### config.mk
export PLATFORM = sky130hd
export DESIGN_NAME = sequence_generator
export DESIGN_NICKNAME = d
export VERILOG_FILES = /design/src/rtl/sequence_generator.sv
export SDC_FILE = /design/constraint.sdc
export NUM_CORES = 1
export LEC_CHECK = 0
export CAP_MARGIN = 20
export CORE_MARGIN = 3
export CORE_UTILIZATION = 50
export CTS_BUF_LIST = sky130_fd_sc_hd__clkbuf_8
export CTS_CLUSTER_SIZE = 16
export DETAILED_ROUTE_END_ITERATION = 10
export GPL_TIMING_DRIVEN = 0
export HOLD_SLACK_MARGIN = 0.15
export PLACE_DENSITY = 0.79
export SKIP_CTS_REPAIR_TIMING = 1
export SYNTH_ARGS = -nofsm -noshare
export SYNTH_HDL_FRONTEND = slang
export SYNTH_SLANG_ARGS = --single-unit
### constraint.sdc
create_clock -name clk -period 2.01 [get_ports clk]
set_clock_uncertainty 0.2 [all_clocks]
set_input_delay 0.402 -clock clk [delete_from_list [all_inputs] [get_ports clk]]
set_output_delay 0.402 -clock clk [all_outputs]
set_load 0.03 [all_outputs]
### src/rtl/sequence_generator.sv
// Serial pattern generator: emits pattern[len]..pattern[0] MSB-first, single-shot or repeating with optional gap.
// Optional frame counter enabled by defining SEQGEN_FRAME_COUNT_EN.
module sequence_generator (
  input  logic       clk,
  input  logic       rst,
  input  logic       start,
  input  logic [7:0] pattern,
  input  logic [2:0] len,
  input  logic [1:0] mode,
  input  logic [3:0] gap,
  input  logic       stop,
  output logic       data,
  output logic       valid,
  output logic       busy,
  output logic       frame_done,
  output logic [7:0] frame_count
);

  typedef enum logic [1:0] {
    IDLE = 2'b00,
    SEND = 2'b01,
    GAP  = 2'b10
  } state_t;

  state_t     r_state;
  logic [7:0] r_pattern;
  logic [2:0] r_len;
  logic       r_repeat;
  logic       r_useGap;
  logic [3:0] r_gap;
  logic [2:0] r_bitIdx;
  logic [3:0] r_gapCnt;
  logic       r_stop;
  logic       r_data;
  logic       r_valid;
  logic       r_busy;
  logic       r_frameDone;

  logic       w_stopNow;
  logic       w_repeatReq;
  logic       w_gapReq;
  logic [2:0] w_nextIdx;

  // Mode 11 folds into single-shot; mode 10 with a zero gap folds into back-to-back.
  assign w_repeatReq = (mode == 2'b01) || (mode == 2'b10);
  assign w_gapReq    = (mode == 2'b10) && (gap != 4'd0);
  assign w_stopNow   = r_stop | stop;
  assign w_nextIdx   = r_bitIdx - 3'd1;

  // r_bitIdx always names the bit currently on the output, so the last bit is r_bitIdx == 0.
  always_ff @(posedge clk or negedge rst) begin
    if (!rst) begin
      r_state     <= IDLE;
      r_pattern   <= 8'd0;
      r_len       <= 3'd0;
      r_repeat    <= 1'b0;
      r_useGap    <= 1'b0;
      r_gap       <= 4'd0;
      r_bitIdx    <= 3'd0;
      r_gapCnt    <= 4'd0;
      r_stop      <= 1'b0;
      r_data      <= 1'b0;
      r_valid     <= 1'b0;
      r_busy      <= 1'b0;
      r_frameDone <= 1'b0;
    end else begin
      r_frameDone <= 1'b0;
      case (r_state)
        IDLE: begin
          r_data  <= 1'b0;
          r_valid <= 1'b0;
          r_busy  <= 1'b0;
          r_stop  <= 1'b0;
          if (start) begin
            r_pattern   <= pattern;
            r_len       <= len;
            r_repeat    <= w_repeatReq;
            r_useGap    <= w_gapReq;
            r_gap       <= gap;
            r_bitIdx    <= len;
            r_state     <= SEND;
            r_data      <= pattern[len];
            r_valid     <= 1'b1;
            r_busy      <= 1'b1;
            r_frameDone <= (len == 3'd0);
          end
        end

        SEND: begin
          r_stop <= w_stopNow;
          if (r_bitIdx != 3'd0) begin
            r_bitIdx    <= w_nextIdx;
            r_data      <= r_pattern[w_nextIdx];
            r_valid     <= 1'b1;
            r_busy      <= 1'b1;
            r_frameDone <= (w_nextIdx == 3'd0);
          end else if (w_stopNow || !r_repeat) begin
            r_state <= IDLE;
            r_stop  <= 1'b0;
            r_data  <= 1'b0;
            r_valid <= 1'b0;
            r_busy  <= 1'b0;
          end else if (r_useGap) begin
            r_state  <= GAP;
            r_gapCnt <= r_gap - 4'd1;
            r_data   <= 1'b0;
            r_valid  <= 1'b0;
            r_busy   <= 1'b1;
          end else begin
            r_bitIdx    <= r_len;
            r_data      <= r_pattern[r_len];
            r_valid     <= 1'b1;
            r_busy      <= 1'b1;
            r_frameDone <= (r_len == 3'd0);
          end
        end

        GAP: begin
          if (w_stopNow) begin
            r_state <= IDLE;
            r_stop  <= 1'b0;
            r_data  <= 1'b0;
            r_valid <= 1'b0;
            r_busy  <= 1'b0;
          end else if (r_gapCnt == 4'd0) begin
            r_state     <= SEND;
            r_bitIdx    <= r_len;
            r_data      <= r_pattern[r_len];
            r_valid     <= 1'b1;
            r_busy      <= 1'b1;
            r_frameDone <= (r_len == 3'd0);
          end else begin
            r_gapCnt <= r_gapCnt - 4'd1;
            r_data   <= 1'b0;
            r_valid  <= 1'b0;
            r_busy   <= 1'b1;
          end
        end

        default: begin
          r_state <= IDLE;
          r_stop  <= 1'b0;
          r_data  <= 1'b0;
          r_valid <= 1'b0;
          r_busy  <= 1'b0;
        end
      endcase
    end
  end

  assign data       = r_data;
  assign valid      = r_valid;
  assign busy       = r_busy;
  assign frame_done = r_frameDone;

`ifdef SEQGEN_FRAME_COUNT_EN
  logic [7:0] r_frameCount;

  // Counts the cycle after each frame_done pulse; an accepted start clears it.
  always_ff @(posedge clk or negedge rst) begin
    if (!rst) begin
      r_frameCount <= 8'd0;
    end else if ((r_state == IDLE) && start) begin
      r_frameCount <= 8'd0;
    end else if (r_frameDone && (r_frameCount != 8'hFF)) begin
      r_frameCount <= r_frameCount + 8'd1;
    end
  end

  assign frame_count = r_frameCount;
`else
  assign frame_count = 8'd0;
`endif

endmodule

==> flow_summary_export.csv, run 1 <==
group,metric,value,unit
run_status,status,"complete, but fails checks",
run_status,violations,"negative setup slack",
synthesis,synth_cell_types,45,
worst_setup_path,crit_slowest_cell,"a2111o_1",
synthesis,synthTopCellsByArea,"dfrtp_1 (40%), mux2_2 (9.9%), ha_1 (6.4%)",
global_route,track_usage,20.12,%
clock_tree,cts_root_buf,"clkbuf_8",
synthesis,ys.flop_type,"dfrtp_1",
worst_setup_path,critPathArrivalTime,2.07,ns
power,powerDensity,1522,nW/um^2
worst_setup_path,cp_cell_sequence,"nor4_4 > nand2_2 > a2111o_1 > mux2_1",
route,routedWlPerCell,16.15,um
synthesis,syn_inst,177,
global_route,grt_max_degree,18,
synthesis,synth.most_common_cell,"dfrtp_1",
global_route,grt_pass1_wl,6886,um
floorplanning,core,3716,um^2
synthesis,synth_top_area_share,39.95,%
timing,rsz0062_at_grt,"yes",
place,place_congestion,0.8747,
clock_tree,cts_sinks,31,
worst_setup_path,crit_required,1.98,ns
worst_setup_path,worstReg2RegEnd,"r_bitIdx[0]",
clock_tree,clk_pin_slew,0.07,ns
finish,areaGrowthSynthToFinish,33.18,%
power,power.leakage,1.123,nW
place,dpl_worst_slack,-0.5137,ns
synthesis,async_flop_share,100.0,%
place,hpwl,3174,um
synthesis,yosys.area.top_type,"dfrtp_1",
worst_setup_path,critical_path_depth,4,
floorplanning,num_rows,22,
finish,drive_above_1_share,35.68,%
route,vias_per_cell,5.731,
floorplanning,ioPinCount,33,
route,drt-total-wl,4440,um
global_route,grt-ovfl-total,0,
hold_path,hold_class,"flip-flop to flip-flop",
timing,fmax,475.3,MHz
timing,finalHoldWorstSlack,0.2985,ns
synthesis,syn_area,1942,um^2
finish,layout.nets,257,
route,drc,0,
place,placed_cells,257,
global_route,antenna_found_initial,0,
timing,worstMarginPinSlew,0.7836,ns
finish,num_antenna_cells,0,
floorplanning,dieWidth,68.32,um
route,num_vias,1576,
synthesis,synth_seq_cells,31,
worst_setup_path,max_stage_delay,0.48,ns
floorplanning,initial_core_util,52.26,%
route,ant_nets,0,
timing,hold_viol_final,0,
worst_setup_path,reg2reg_depth,4,
finish,final_cells,275,
timing,fin_ws,-0.09404,ns
worst_setup_path,critPathLaunch,"r_gapCnt[3]",
clock_tree,cts_max_level,2,
job,maxCapViolCount,0,
worst_setup_path,crit_path_start_kind,"flip-flop",
synthesis,synth_common_cells,"dfrtp_1 (31), mux2_2 (17), o21ai_0 (11)",
worst_setup_path,worst-path-buf-inv,0,
synthesis,synth_edf_count,0,
clock_tree,cts-buffers-inserted,5,
power,total_power,3.937,mW
synthesis,yosysSeqAreaShare,39.95,%
timing,period_needed,2.104,ns
clock_tree,clk_latency,0.28,ns
timing,maxSlewViolCount,0,
worst_setup_path,critPathCapture,"r_bitIdx[0]",
timing,period_share,104.7,%
worst_setup_path,crit_fanout,5,
worst_setup_path,r2r_start,"r_gapCnt[3]",
clock_tree,clock_path_buffers,2,
route,firstDrtPassIters,4,
timing,relSlewSlack,47.60,%
global_route,grt_pass1_vias,1476,
place,io_buffer_count,24,
timing,finalSetupViolations,4,
synthesis,yosysWarningCount,0,
worst_setup_path,r2r_setup_slack,-0.09,ns
worst_setup_path,cp-end-kind,"flip-flop",
synthesis,avgSynthCellArea,10.97,um^2
finish,utilization,69.60,%
floorplanning,die_h,68.32,um
floorplanning,die-area,4668,um^2
clock_tree,cts_tree,"yes",
power,ir_worst_vdd,0.7549,mV
worst_setup_path,critical_path_class,"flip-flop to flip-flop",
route,drt_iter0_drc,63,
worst_setup_path,crit_family,"simple AND/OR/NAND/NOR gates",
## report_power, final
part           internal [mW]  switching, mW
Combinational           1.13           1.04
Sequential             0.947          0.340
Clock                  0.237          0.241
Total                   2.32           1.62
## layout by cell type (no fill, tap or decap), types with 7 or more instances in the layout
cell / synthesis / layout
a31oi_1: 7 / 7
o21ai_0: 11 / 9
conb_1: 1 / 8
nand2_1: 7 / 7
buf_4: 8 / 19
nor2_1: 8 / 7
mux2_2: 17 / 17
clkdlybuf4s50_1: 0 / 22
dfrtp_1: 31 / 27
## stage by stage
step	area (um^2)	setup TNS, ns
2_1_floorplan	1971	0
3_3_place_gp	2271	-13.14
3_5_place_dp	2298	-6.602
4_1_cts	2382	-2.660
5_1_grt	2586	-0.6684
6_report	2586	-0.3283
## cell families (layout without fill, tap and decap cells)
| logic type | after synthesis | count (layout) | share of synthesized area, % |
|---|---|---|---|
| multiplexers | 33 | 33 | 21.52 |
| AND/OR/NAND/NOR | 45 | 45 | 13.79 |
| flip-flops | 31 | 31 | 39.95 |
| buffers and inverters | 22 | 65 | 5.799 |
| AO/OA/AOI/OAI | 34 | 34 | 11.86 |
| adder cells (fa/ha/maj) | 10 | 10 | 6.443 |
| XOR/XNOR | 1 | 1 | 0.4511 |
| other | 1 | 8 | 0.1931 |
## worst min-delay path by stage
stage / cells after the start / start / end / slack (ns)
3_3_place_gp: 1 / r_bitIdx[1] / r_bitIdx[1] / 0.28
2_1_floorplan: 0 / rst / busy / -0.09
3_5_place_dp: 1 / r_bitIdx[1] / r_bitIdx[1] / 0.28
6_report: 1 / r_bitIdx[1] / r_bitIdx[1] / 0.30
5_1_grt: 1 / r_bitIdx[1] / r_bitIdx[1] / 0.34
4_1_cts: 1 / r_bitIdx[1] / r_bitIdx[1] / 0.30
## routing by layer
layer	part of all wire [%]	track usage, %
met5	0	0
met4	1.1	4.467
met3	5.8	4.598
met2	51	33.81
met1	42	26.42
## flip-flops by register name, summed over array words and instances (netlist names), 2 cells and up
name / cells
r_gap: 4
r_bitIdx: 3
r_state: 2
r_gapCnt: 4
r_pattern: 8
r_len: 3
## worst reg2reg max path, cell delays in order (launching register included)
cell and delay (ns):
dfrtp_2 0.45, nor4_4 0.45, nand2_2 0.07, a2111o_1 0.48
mux2_1 0.33
## layout make-up
type,count,area (um^2)
Multi-Input combinational cell,131,1180
Inverter,8,30.03
Clock inverter,3,15.01
Tap cell,48,60.06
Buffer,14,103.9
Timing Repair Buffer,35,347.8
Sequential cell,31,780.7
Fill cell,301,1130
Clock buffer,5,68.82
No activity file was read; power rests on OpenSTA's default activity.
==> inputs of run 2 (changes only) <==
- CORE_UTILIZATION: 50 -> 59
- HOLD_SLACK_MARGIN: 0.15 -> 0.02
- PLACE_DENSITY: 0.79 -> 0.88
- clock period: 2.01 -> 2.6 ns (I/O delays scaled with it)
==> flow_summary_export.csv, run 2 (synthesis results as in run 1) <==
group,metric,value,unit
run_status,status,"complete, no violations",
worst_setup_path,critPathLaunch,"stop",
route,firstDrtPassIters,4,
worst_setup_path,crit_required,2.55,ns
route,ant_nets,0,
finish,final_cells,260,
power,p_seq_share,34.5,%
hold_path,min-delay-start,"r_gap[1]",
timing,worstMarginPinSlew,0.7074,ns
timing,finalSetupViolations,0,
route,drt_iter0_drc,73,
route,num_vias,1569,
finish,nFillCells,225,
global_route,grt-ovfl-total,0,
clock_tree,clk_latency,0.28,ns
power,total_power,2.846,mW
worst_setup_path,crit_path_start_kind,"primary input",
power,powerDensity,1195,nW/um^2
global_route,track_usage,24.23,%
power,combPwrFrac,51.9,%
floorplanning,num_rows,20,
global_route,grt_pass1_wl,7569,um
worst_setup_path,crit_fanout,5,
worst_setup_path,cp-end-kind,"flip-flop",
clock_tree,clock_path_buffers,2,
floorplanning,die_h,63.37,um
timing,period_share,91.25,%
global_route,grt_max_degree,20,
power,p_int,1.642,mW
clock_tree,cts_tree,"yes",
power,power.leakage,1.016,nW
timing,relSlewSlack,52.69,%
worst_setup_path,critical_path_class,"primary input to flip-flop",
route,routedWlPerCell,17.48,um
route,drc,0,
clock_tree,cts_root_buf,"clkbuf_8",
timing,finalHoldWorstSlack,0.3057,ns
floorplanning,dieWidth,63.37,um
finish,largest_reg_flops,8,
floorplanning,die-area,4016,um^2
place,io_buffer_count,24,
global_route,grt_pass1_vias,1603,
global_route,antenna_found_initial,0,
worst_setup_path,critPathArrivalTime,2.32,ns
finish,layout_commonest_cell,"dfrtp_1",
clock_tree,cts-buffers-inserted,5,
hold_path,hold_class,"flip-flop to flip-flop",
finish,areaGrowthSynthToFinish,22.62,%
floorplanning,core,3103,um^2
power,ir_worst_vdd,0.6477,mV
finish,final_cell_mix,"dfrtp_1 (31), clkdlybuf4s50_1 (24), mux2_2 (17), o21ai_0 (11), ha_1 (10)",
finish,drive_above_1_share,21.30,%
power,swShare,42.31,%
clock_tree,cts_max_level,2,
route,drt-total-wl,4545,um
finish,num_antenna_cells,0,
timing,period_needed,2.372,ns
timing,hold_viol_final,0,
place,hpwl,3322,um
job,maxCapViolCount,0,
power,power_frac_clock,13.6,%
timing,rsz0062_at_grt,"no",
timing,fmax,421.5,MHz
route,vias_per_cell,6.035,
power,switchingPower,1.204,mW
clock_tree,cts_sinks,31,
place,place_congestion,0.8094,
timing,maxSlewViolCount,0,
floorplanning,ioPinCount,33,
clock_tree,clk_pin_slew,0.07,ns
worst_setup_path,r2r_start,"r_state[1]",
finish,layout.nets,246,
place,placed_cells,253,
finish,top_register,"r_pattern",
finish,reg_top3,"r_pattern: 8 flops, r_gapCnt: 4 flops, r_gap: 4 flops",
floorplanning,initial_core_util,62.58,%
## run 2: cell count changes in the layout (fill, tap and decap cells not counted), moves of 3 or more
cell,before,now
buf_4,19,8
clkinv_2,3,0
dfrtp_1,27,31
dfrtp_2,4,0
ha_1,6,10
inv_1,5,8
inv_2,3,0
## run 2: per-layer routing
layer | up-vias | GRT usage (%) | wire (um)
met5 | - | 0 | 0
met4 | 0 | 8.625 | 73
met3 | 12 | 4.991 | 321
met2 | 87 | 41.98 | 2323
met1 | 751 | 29.76 | 1827
li1 | 719 | - | -
## run 2: stage by stage
stage               TNS (ns)  worst slack, ns  cell area [um^2]  utilization, %
detailed placement  -0.07229         -0.04245              2291           73.83
global placement    -0.01453        -0.006163              2263           72.94
finish                     0           0.2276              2381           76.73
CTS                        0           0.1092              2384           76.81
global route               0           0.1361              2381           76.73
floorplan                  0           0.5164              1968               -
## run 2: critical path, cell delays in order
cell and delay, ns:
clkdlybuf4s50_1 0.51, nor4b_2 0.41, nor3_1 0.08, a2111o_1 0.45
mux2_1 0.35
## run 2: final timing paths
check | cells past startpoint | to | slack [ns]
max | 5 | r_bitIdx[1] | 0.23
min | 1 | r_gap[1] | 0.31
max reg2reg | 7 | r_bitIdx[1] | 0.32
min reg2reg | 1 | r_gap[1] | 0.31
max in group asynchronous | 2 | r_pattern[6] | 1.21
min in group asynchronous | 1 | busy | 0.46
## run 2: layout make-up
| type | count | area, um^2 | area share (%) |
|---|---|---|---|
| well taps | 44 | 55.05 | 2.312 |
| plain buffers | 13 | 80.08 | 3.363 |
| multi-input cells | 131 | 1080 | 45.35 |
| flip-flops and latches | 31 | 775.7 | 32.58 |
| clock buffers | 5 | 68.82 | 2.890 |
| clock inverters | 3 | 23.77 | 0.9984 |
| inverters | 8 | 30.03 | 1.261 |
| repair buffers | 25 | 267.8 | 11.25 |
## run 2: power by group through the flow
stage	sequential, mW	combinational, mW	clock (mW)
after floorplan	0.951	1.05	0
after global placement	0.948	1.35	0
after detailed placement	0.972	1.44	0
after CTS	0.970	1.47	0.396
after global routing	1.01	1.60	0.414
final	0.981	1.48	0.388
